### config.mk
export PLATFORM = sky130hd
export DESIGN_NAME = brp_gshare
export DESIGN_NICKNAME = d
export VERILOG_FILES = /design/src/rtl/brp_gshare_pkg.sv /design/src/rtl/brp_sat_counter.sv /design/src/rtl/brp_gshare.sv
export SDC_FILE = /design/constraint.sdc
export NUM_CORES = 1
export LEC_CHECK = 0
export CAP_MARGIN = 20
export CORE_ASPECT_RATIO = 0.8
export CORE_UTILIZATION = 55
export CTS_CLUSTER_DIAMETER = 80
export DETAILED_ROUTE_END_ITERATION = 8
export MAX_ROUTING_LAYER = met4
export PLACE_DENSITY = 0.75
export SLEW_MARGIN = 30
export SYNTH_ARGS = -nofsm -noshare
export SYNTH_HDL_FRONTEND = slang
export SYNTH_SLANG_ARGS = --single-unit
export TNS_END_PERCENT = 20
### constraint.sdc
create_clock -name clk -period 3.4 [get_ports clk]
set_input_delay 0.34 -clock clk [delete_from_list [all_inputs] [get_ports clk]]
set_output_delay 0.34 -clock clk [all_outputs]
set_load 0.02 [all_outputs]
### src/rtl/brp_gshare_pkg.sv
// Shared types and helpers for the gshare branch direction predictor.
// The EX stage packs a resolved branch into brp_update_t and returns it as one bundle.
package brp_gshare_pkg;

    localparam int unsigned BRP_ENTRIES = 256;
    localparam int unsigned BRP_IDX_W   = $clog2(BRP_ENTRIES);
    localparam int unsigned BRP_GHR_W   = 8;
    localparam int unsigned BRP_GHR_PW  = (BRP_GHR_W == 0) ? 1 : BRP_GHR_W;

    typedef struct packed {
        logic                  valid;
        logic [BRP_IDX_W-1:0]  idx;
        logic [BRP_GHR_PW-1:0] ghr;
        logic                  taken;
        logic                  mispredicted;
    } brp_update_t;

    // A zero-width history still needs a one-bit port.
    function automatic int unsigned brp_port_w(input int unsigned w);
        return (w == 0) ? 1 : w;
    endfunction

    // Weakly not-taken: 2^(w-1)-1, which is 0 for a one-bit counter.
    function automatic int unsigned brp_ctr_init(input int unsigned w);
        return (32'd1 << (w - 1)) - 32'd1;
    endfunction

endpackage

### src/rtl/brp_sat_counter.sv
// Saturating up/down counter next-value logic; purely combinational so one
// instance can serve the single table entry written per cycle.
module brp_sat_counter #(
    parameter int unsigned CTR_WIDTH = 2
) (
    input  logic [CTR_WIDTH-1:0] ctr_i,
    input  logic                 en_i,
    input  logic                 inc_i,
    input  logic                 dec_i,
    output logic [CTR_WIDTH-1:0] ctr_o
);

    localparam logic [CTR_WIDTH-1:0] CtrMax = '1;

    always_comb begin
        ctr_o = ctr_i;
        if (en_i) begin
            if (inc_i && !dec_i && (ctr_i != CtrMax)) begin
                ctr_o = ctr_i + CTR_WIDTH'(1);
            end else if (dec_i && !inc_i && (ctr_i != '0)) begin
                ctr_o = ctr_i - CTR_WIDTH'(1);
            end
        end
    end

endmodule

### src/rtl/brp_gshare.sv
// Gshare direction predictor: counter table indexed by PC XOR speculative global
// history, one-cycle lookup, EX-side counter training and history repair.
module brp_gshare
    import brp_gshare_pkg::*;
#(
    parameter int unsigned ENTRIES   = 256,
    parameter int unsigned CTR_WIDTH = 2,
    parameter int unsigned GHR_WIDTH = 8,
    parameter int unsigned IDX_LSB   = 2,
    localparam int unsigned IDX_W    = $clog2(ENTRIES),
    localparam int unsigned GHR_PW   = brp_port_w(GHR_WIDTH)
) (
    input  logic              clk,
    input  logic              rst_n,
    input  logic              pred_req,
    input  logic [31:0]       pred_pc,
    output logic              pred_valid,
    output logic              pred_taken,
    output logic [IDX_W-1:0]  pred_idx,
    output logic [GHR_PW-1:0] pred_ghr,
    input  logic              upd_valid,
    input  logic [IDX_W-1:0]  upd_idx,
    input  logic [GHR_PW-1:0] upd_ghr,
    input  logic              upd_taken,
    input  logic              upd_mispredicted
);

    localparam logic [CTR_WIDTH-1:0] CtrInit = CTR_WIDTH'(brp_ctr_init(CTR_WIDTH));

    logic [CTR_WIDTH-1:0] ctr_q [ENTRIES];
    logic [CTR_WIDTH-1:0] ctr_d [ENTRIES];
    logic [GHR_PW-1:0]    ghr_q, ghr_d;

    logic                 pred_valid_q, pred_valid_d;
    logic                 pred_taken_q, pred_taken_d;
    logic [IDX_W-1:0]     pred_idx_q, pred_idx_d;
    logic [GHR_PW-1:0]    pred_ghr_q, pred_ghr_d;

    logic [IDX_W-1:0]     ghr_ext;
    logic [IDX_W-1:0]     lkp_idx;
    logic [CTR_WIDTH-1:0] upd_ctr_new;
    logic [CTR_WIDTH-1:0] lkp_ctr;
    logic                 fwd_hit;
    logic                 unused_bits;

    // Only the index slice of the PC and the low history bits feed the table.
    assign unused_bits = ^{pred_pc, upd_ghr, ghr_q};

    if (GHR_WIDTH == 0) begin : g_no_ghr
        assign ghr_ext = '0;
    end else begin : g_ghr
        assign ghr_ext = IDX_W'(ghr_q);
    end

    assign lkp_idx = pred_pc[IDX_LSB +: IDX_W] ^ ghr_ext;

    brp_sat_counter #(
        .CTR_WIDTH (CTR_WIDTH)
    ) u_upd_ctr (
        .ctr_i (ctr_q[upd_idx]),
        .en_i  (upd_valid),
        .inc_i (upd_taken),
        .dec_i (!upd_taken),
        .ctr_o (upd_ctr_new)
    );

    // Write-first: a same-cycle update to the looked-up entry is forwarded.
    assign fwd_hit = upd_valid && (upd_idx == lkp_idx);
    assign lkp_ctr = fwd_hit ? upd_ctr_new : ctr_q[lkp_idx];

    always_comb begin
        ctr_d = ctr_q;
        if (upd_valid) begin
            ctr_d[upd_idx] = upd_ctr_new;
        end
    end

    // Repair wins over the speculative shift: fetch is being flushed anyway.
    always_comb begin
        ghr_d = ghr_q;
        if (GHR_WIDTH != 0) begin
            if (upd_valid && upd_mispredicted) begin
                ghr_d = GHR_PW'({upd_ghr, upd_taken});
            end else if (pred_req) begin
                ghr_d = GHR_PW'({ghr_q, lkp_ctr[CTR_WIDTH-1]});
            end
        end
    end

    always_comb begin
        pred_valid_d = pred_req;
        pred_taken_d = pred_taken_q;
        pred_idx_d   = pred_idx_q;
        pred_ghr_d   = pred_ghr_q;
        if (pred_req) begin
            pred_taken_d = lkp_ctr[CTR_WIDTH-1];
            pred_idx_d   = lkp_idx;
            pred_ghr_d   = ghr_q;
        end
    end

    always_ff @(posedge clk or negedge rst_n) begin
        if (!rst_n) begin
            for (int unsigned i = 0; i < ENTRIES; i++) begin
                ctr_q[i] <= CtrInit;
            end
        end else begin
            ctr_q <= ctr_d;
        end
    end

    always_ff @(posedge clk or negedge rst_n) begin
        if (!rst_n) begin
            ghr_q        <= '0;
            pred_valid_q <= 1'b0;
            pred_taken_q <= 1'b0;
            pred_idx_q   <= '0;
            pred_ghr_q   <= '0;
        end else begin
            ghr_q        <= ghr_d;
            pred_valid_q <= pred_valid_d;
            pred_taken_q <= pred_taken_d;
            pred_idx_q   <= pred_idx_d;
            pred_ghr_q   <= pred_ghr_d;
        end
    end

    assign pred_valid = pred_valid_q;
    assign pred_taken = pred_taken_q;
    assign pred_idx   = pred_idx_q;
    assign pred_ghr   = pred_ghr_q;

endmodule

==> results of run 1 <==
final cells by class:
| cell class | count | area, um^2 |
|---|---|---|
| Antenna cell | 1 | 2.50 |
| Clock buffer | 81 | 1600 |
| Clock inverter | 19 | 229 |
| Fill cell | 3480 | 15500 |
| Inverter | 6 | 22.5 |
| Multi-Input combinational cell | 1839 | 12800 |
| Sequential cell | 538 | 13800 |
| Tap cell | 666 | 833 |
| Timing Repair Buffer | 370 | 3940 |
worst max-delay path: cells and delay by family (launching register included):
kind	cells	cell delay (ns)
AOI/OAI and AO/OA	3	0.49
adders and majority gates	1	0.19
muxes	4	1.40
DFF	1	0.37
and+or+nand+nor	3	0.41
buffers and inverters	6	0.77
power by group:
part / internal (mW) / total [mW] / switching [mW]
Combinational: 1.54 / 3.45 / 1.92
Sequential: 6.84 / 7.08 / 0.243
Clock: 3.63 / 6.21 / 2.59
cells in the final DEF, fill, tap and decap left out, types with 6 or more instances in the layout:
| cell type | count |
|---|---|
| clkbuf_1 | 13 |
| clkbuf_16 | 61 |
| clkinv_2 | 11 |
| mux2i_1 | 57 |
| dfstp_2 | 256 |
| buf_16 | 10 |
| nor2b_1 | 9 |
| a21oi_1 | 19 |
| nand2_1 | 806 |
| nor2_1 | 54 |
| o21ai_2 | 106 |
| buf_4 | 244 |
| clkbuf_8 | 13 |
| a22oi_1 | 24 |
| a211oi_1 | 6 |
| inv_1 | 6 |
| clkdlybuf4s50_1 | 41 |
| o21ai_0 | 55 |
| mux2_2 | 14 |
| buf_12 | 57 |
| o21ai_1 | 365 |
| mux4_2 | 197 |
| buf_6 | 7 |
| nor3_1 | 18 |
| xnor2_1 | 14 |
| nand3_1 | 22 |
| dfrtp_1 | 282 |
stage by stage:
stage	setup slack [ns]	cell area [um^2]	utilization (%)
after global placement	-0.791	30800	63.1
after CTS	-0.259	32900	67.6
after global routing	-0.464	33300	68.2
after detailed placement	-0.842	30800	63.1
final	-0.386	33300	68.2
after floorplan	-0.164	27500	-
state kept, by name, indices dropped and copies added, names as in the netlist:
signal,flops
pred_ghr,8
pred_taken,1
pred_valid,1
pred_idx,8
ctr_q,512
ghr_ext,8
cell families after synthesis:
group	count (synthesis)
buf+inv	168
fa+ha+maj	2
simple gates	937
xor+xnor	23
flops	538
mux	268
compound gates	609
per-layer routing:
layer | track usage, % | share of wire (%) | vias to the layer above
met4 | 13.9 | 4.3 | 0
met2 | 51.6 | 44 | 1207
li1 | - | - | 9657
met1 | 50.0 | 40 | 10900
met3 | 10.6 | 12 | 255
met5 | - | 0 | -
repair_timing:
action | 4_1_cts | 5_1_grt
buffers inserted | 6 | 8
hold endpoints to repair | 43 | 0
hold buffers | 1 | 0
gates resized for setup | 42 | 121
gates cloned | 6 | 6
pin swaps | 1 | 8
endpoints found under the setup margin | 511 | 514
worst paths after layout:
| path | end | slack (ns) | cells after the start |
|---|---|---|---|
| max in group asynchronous | ctr_q[236] | 1.99 | 3 |
| worst max register to register | ctr_q[457] | -0.39 | 17 |
| min in group asynchronous | ctr_q[439] | 0.32 | 2 |
| worst min-delay path | ghr_ext[1] | 0.28 | 3 |
| worst min register to register | ctr_q[234] | 0.46 | 2 |
| worst max-delay path | ctr_q[457] | -0.39 | 17 |
==> impl_metrics.json, run 1 <==
{
  "path_clk_slew_ns": 0.07,
  "die_area_um2": 50700,
  "yosysTopAreaCell": "dfrtp_1",
  "grt_pass1_wl_mm": 135,
  "synthMuxAreaShare_pct": 18.9,
  "cp_slowest_cell": "mux4_2",
  "critPathMaxStageDelay_ns": 0.54,
  "cp_cell_sequence": "mux4_2 > mux4_2 > mux2i_1 > buf_4 > o2111ai_4 > nand3_1 > nor3b_2 > inv_1 > ha_2 > mux2i_1 > nand2_2 > a21boi_4 > buf_12 > buf_12 > buf_12 > buf_16 > o21ai_1",
  "port_buffers": 46,
  "numClockSinks": 538,
  "path_max_fanout": 5,
  "min-delay-start": "upd_ghr[0]",
  "max-slew-margin-rel_pct": 34.1,
  "synth_edf_count": 0,
  "hpwl_mm": 60.2,
  "start_kind": "flip-flop",
  "power.leakage_nw": 13.1,
  "nets": 2864,
  "synth_common_cells": "nand2_1 (808), dfrtp_1 (282), o21ai_1 (265)",
  "fin_ws_ns": -0.386,
  "slew_viol_final": 0,
  "grt_use_total_pct": 36.5,
  "antenna_found_initial": 1,
  "worstMarginPinSlew_ns": 0.981,
  "drt_iter0_markers": 2568,
  "firstDrtPassIters": 5,
  "clock-root-buffer": "clkbuf_16",
  "r2r_start": "ctr_q[168]",
  "synth_top_area_share_pct": 25.8,
  "dieWidth_um": 251,
  "cp-end-kind": "flip-flop",
  "synth_fp_nets": 2601,
  "crit_type": "reg -> reg",
  "p_per_area_nw_per_um2": 504,
  "synth_top_family_by_area": "multiplexers",
  "syn-instance-count": 2545,
  "yosys.area_share.adder_pct": 0.0914,
  "fp-row-count": 72,
  "final.setup.tns_ns": -143.83,
  "hp-class": "in -> reg",
  "cts_tree": "done",
  "gp_congestion": 1.03,
  "synth_area_per_cell_um2": 10.8,
  "overflow": 0,
  "worstPathArrival_ns": 4.29,
  "async_flop_share_pct": 100,
  "vias_per_cell": 6.26,
  "htreeDepth": 2,
  "drv_cap": 0,
  "p_total_mw": 16.7,
  "peakVddDrop_mv": 0.412,
  "core_um2": 48700,
  "syn-cell-area_um2": 27400,
  "grt_pass1_vias": 22200,
  "drive_gt1_share_pct": 35.4,
  "yosys_warnings": 0,
  "max_freq_ghz": 0.264,
  "cts_buffers": 53,
  "finalCritPeriodShare_pct": 111,
  "clk_latency_ns": 0.62,
  "synth_simple_gate_area_share_pct": 13.4,
  "ys_ff_latch": 538,
  "setup_viol": 514,
  "wl_per_cell_um": 25.0,
  "vias": 22000,
  "synth_compound_area_share_pct": 13.1,
  "synth_xor_area_share_pct": 0.763,
  "hold_viol": 0,
  "finalNonFillerCells": 3520,
  "area_growth_pct": 21.4,
  "yosysUniqueCellTypes": 59,
  "clk_path_buf_depth": 3,
  "place_inst": 3393,
  "rsz0062_at_grt": "true",
  "synth.most_common_cell": "nand2_1",
  "failed_checks": "negative setup slack",
  "antenna_left": 0,
  "ios": 72,
  "die_y_um": 202,
  "grt_max_degree": 96,
  "start_util_pct": 56.2,
  "clock_skew_ns": 0.0338,
  "crit_top_cell": "buf_12",
  "routed_wl_mm": 88.1,
  "period_minus_slack_ns": 3.79,
  "hold_slack_ns": 0.281,
  "ys_seq_area_share_pct": 50.3,
  "startpoint": "ctr_q[168]",
  "synth_ff_type": "dfrtp_1",
  "synth.top_cells.by_area": "dfrtp_1 (26%), dfstp_2 (25%), mux4_2 (16%)",
  "required_ns": 3.90,
  "status": "complete, but fails checks",
  "drcViolationCount": 0
}
Power figures use the tool's default switching activity.
==> run 2, diff against run 1 <==
--- a/config.mk
+++ b/config.mk
@@ -12,6 +12,7 @@
 export DETAILED_ROUTE_END_ITERATION = 8
 export MAX_ROUTING_LAYER = met4
 export PLACE_DENSITY = 0.75
+export SKIP_CTS_REPAIR_TIMING = 1
 export SLEW_MARGIN = 30
 export SYNTH_ARGS = -nofsm -noshare
 export SYNTH_HDL_FRONTEND = slang
==> run 2 against run 1 <==
Net effect: the run still ends with negative setup slack left; critical endpoint is now ctr_q[95]; largest cell class unchanged; sequential share of layout area is 0.81 points lower; worst setup slack worse by 0.039 ns; final cell count is 0.43% higher; via count grew 1.7%; highest routed layer unchanged; register-to-register slack worse by 0.04 ns; clock power about the same; total power increased by 1.3%; largest power group unchanged.
==> impl_metrics.json, run 2 (synthesis gave the netlist of run 1 again) <==
{
  "nets": 2879,
  "hpwl_mm": 60.2,
  "drv_cap": 0,
  "routed_wl_mm": 90.1,
  "required_ns": 3.90,
  "drt_iter0_markers": 2602,
  "area_growth_pct": 23.9,
  "clock-root-buffer": "clkbuf_16",
  "overflow": 0,
  "cts_buffers": 53,
  "cp-end-kind": "flip-flop",
  "final_util_pct": 69.6,
  "firstDrtPassIters": 5,
  "port_buffers": 46,
  "multiInputGateArea_um2": 13200,
  "layout_common_cells": "nand2_1 (806), o21ai_1 (303), dfrtp_1 (282)",
  "fin_ws_ns": -0.425,
  "power.leakage_nw": 13.5,
  "clock_skew_ns": 0.0355,
  "clk_path_buf_depth": 3,
  "crit_type": "reg -> reg",
  "seq_area_um2": 13800,
  "vias": 22400,
  "status": "complete, but fails checks",
  "place_inst": 3393,
  "p_total_mw": 17.0,
  "grt_pass1_wl_mm": 133,
  "peakVddDrop_mv": 0.413,
  "core_um2": 48700,
  "finalCritPeriodShare_pct": 113,
  "antenna_found_initial": 1,
  "failed_checks": "negative setup slack",
  "die_area_um2": 50700,
  "period_minus_slack_ns": 3.83,
  "rsz0062_at_grt": "true",
  "drcViolationCount": 0,
  "path_max_fanout": 8,
  "hold_viol": 0,
  "slew_viol_final": 0,
  "grt_max_degree": 96,
  "numClockSinks": 538,
  "postPlaceCellArea_um2": 30800,
  "htreeDepth": 2,
  "clk_latency_ns": 0.62,
  "final.setup.tns_ns": -162.11,
  "r2r_slack_ns": -0.43,
  "die_y_um": 202,
  "grt_use_total_pct": 35.9,
  "path_clk_slew_ns": 0.07,
  "gp_congestion": 1.03,
  "regMostFlops": "ctr_q",
  "start_util_pct": 56.2,
  "start_kind": "flip-flop",
  "p_per_area_nw_per_um2": 500,
  "drive_gt1_share_pct": 38.5,
  "dieWidth_um": 251,
  "worstMarginPinSlew_ns": 1.00,
  "wl_per_cell_um": 25.5,
  "hp-class": "in -> reg",
  "finalNonFillerCells": 3535,
  "ios": 72,
  "grt_pass1_vias": 22100,
  "cts_tree": "done",
  "vias_per_cell": 6.34,
  "stdcell_area_um2": 33900,
  "worstPathArrival_ns": 4.32,
  "max_freq_ghz": 0.261,
  "largest_reg_flops": 512,
  "fillCellCount": 3375,
  "mostFrequentLayoutCell": "nand2_1",
  "fp-row-count": 72,
  "max-slew-margin-rel_pct": 32.9,
  "setup_viol": 514,
  "antenna_left": 0
}
==> run 2: worst paths after layout <==
| path | start | end | depth (start not counted) |
|---|---|---|---|
| worst min-delay path | upd_ghr[0] | ghr_ext[1] | 3 |
| min in group asynchronous | rst_n | ctr_q[447] | 2 |
| worst min register to register | ctr_q[172] | ctr_q[172] | 2 |
| worst max register to register | ctr_q[168] | ctr_q[95] | 16 |
| max in group asynchronous | rst_n | ctr_q[236] | 3 |
| worst max-delay path | ctr_q[168] | ctr_q[95] | 16 |
==> run 2: critical path, stage by stage (launching register included) <==
cell and delay (ns):
dfstp_2 0.37, mux4_2 0.48, mux4_2 0.54, mux2i_1 0.17, buf_4 0.16, o2111ai_4 0.11, nand3_1 0.08, nor3b_2 0.19
inv_1 0.07, ha_2 0.20, mux2i_1 0.25, nand2_2 0.15, a21boi_4 0.29, buf_12 0.19, buf_16 0.19, clkbuf_16 0.19
o21ai_2 0.06
==> run 2: where the power goes <==
part	switching, mW	total, mW	leakage [nW]	internal (mW)
Sequential	0.244	7.08	6.50	6.84
Clock	2.58	6.21	0.905	3.63
Combinational	2.02	3.68	6.08	1.66
Total	4.85	17.0	13.5	12.1
==> run 2: cell type report <==
type | count | area share (%)
Antenna cell | 1 | 0.00738
Tap cell | 666 | 2.46
Clock inverter | 19 | 0.675
Multi-Input combinational cell | 1839 | 38.8
Inverter | 6 | 0.0664
Timing Repair Buffer | 385 | 12.6
Clock buffer | 81 | 4.73
Sequential cell | 538 | 40.6
==> run 2: routing by layer <==
metal  track usage, %  vias up  part of all wire, %
met3             10.4      265                   12
met1             49.3    11100                   39
met5                -        -                    0
met4             13.8        0                  4.5
li1                 -     9724                    -
met2             50.6     1273                   44
==> run 2: through the flow <==
step	hold WS, ns	setup slack, ns
after global routing	0.315	-0.492
after global placement	0.406	-0.791
final	0.286	-0.425
after detailed placement	0.416	-0.842
after CTS	-0.232	-0.314
after floorplan	0.0444	-0.164
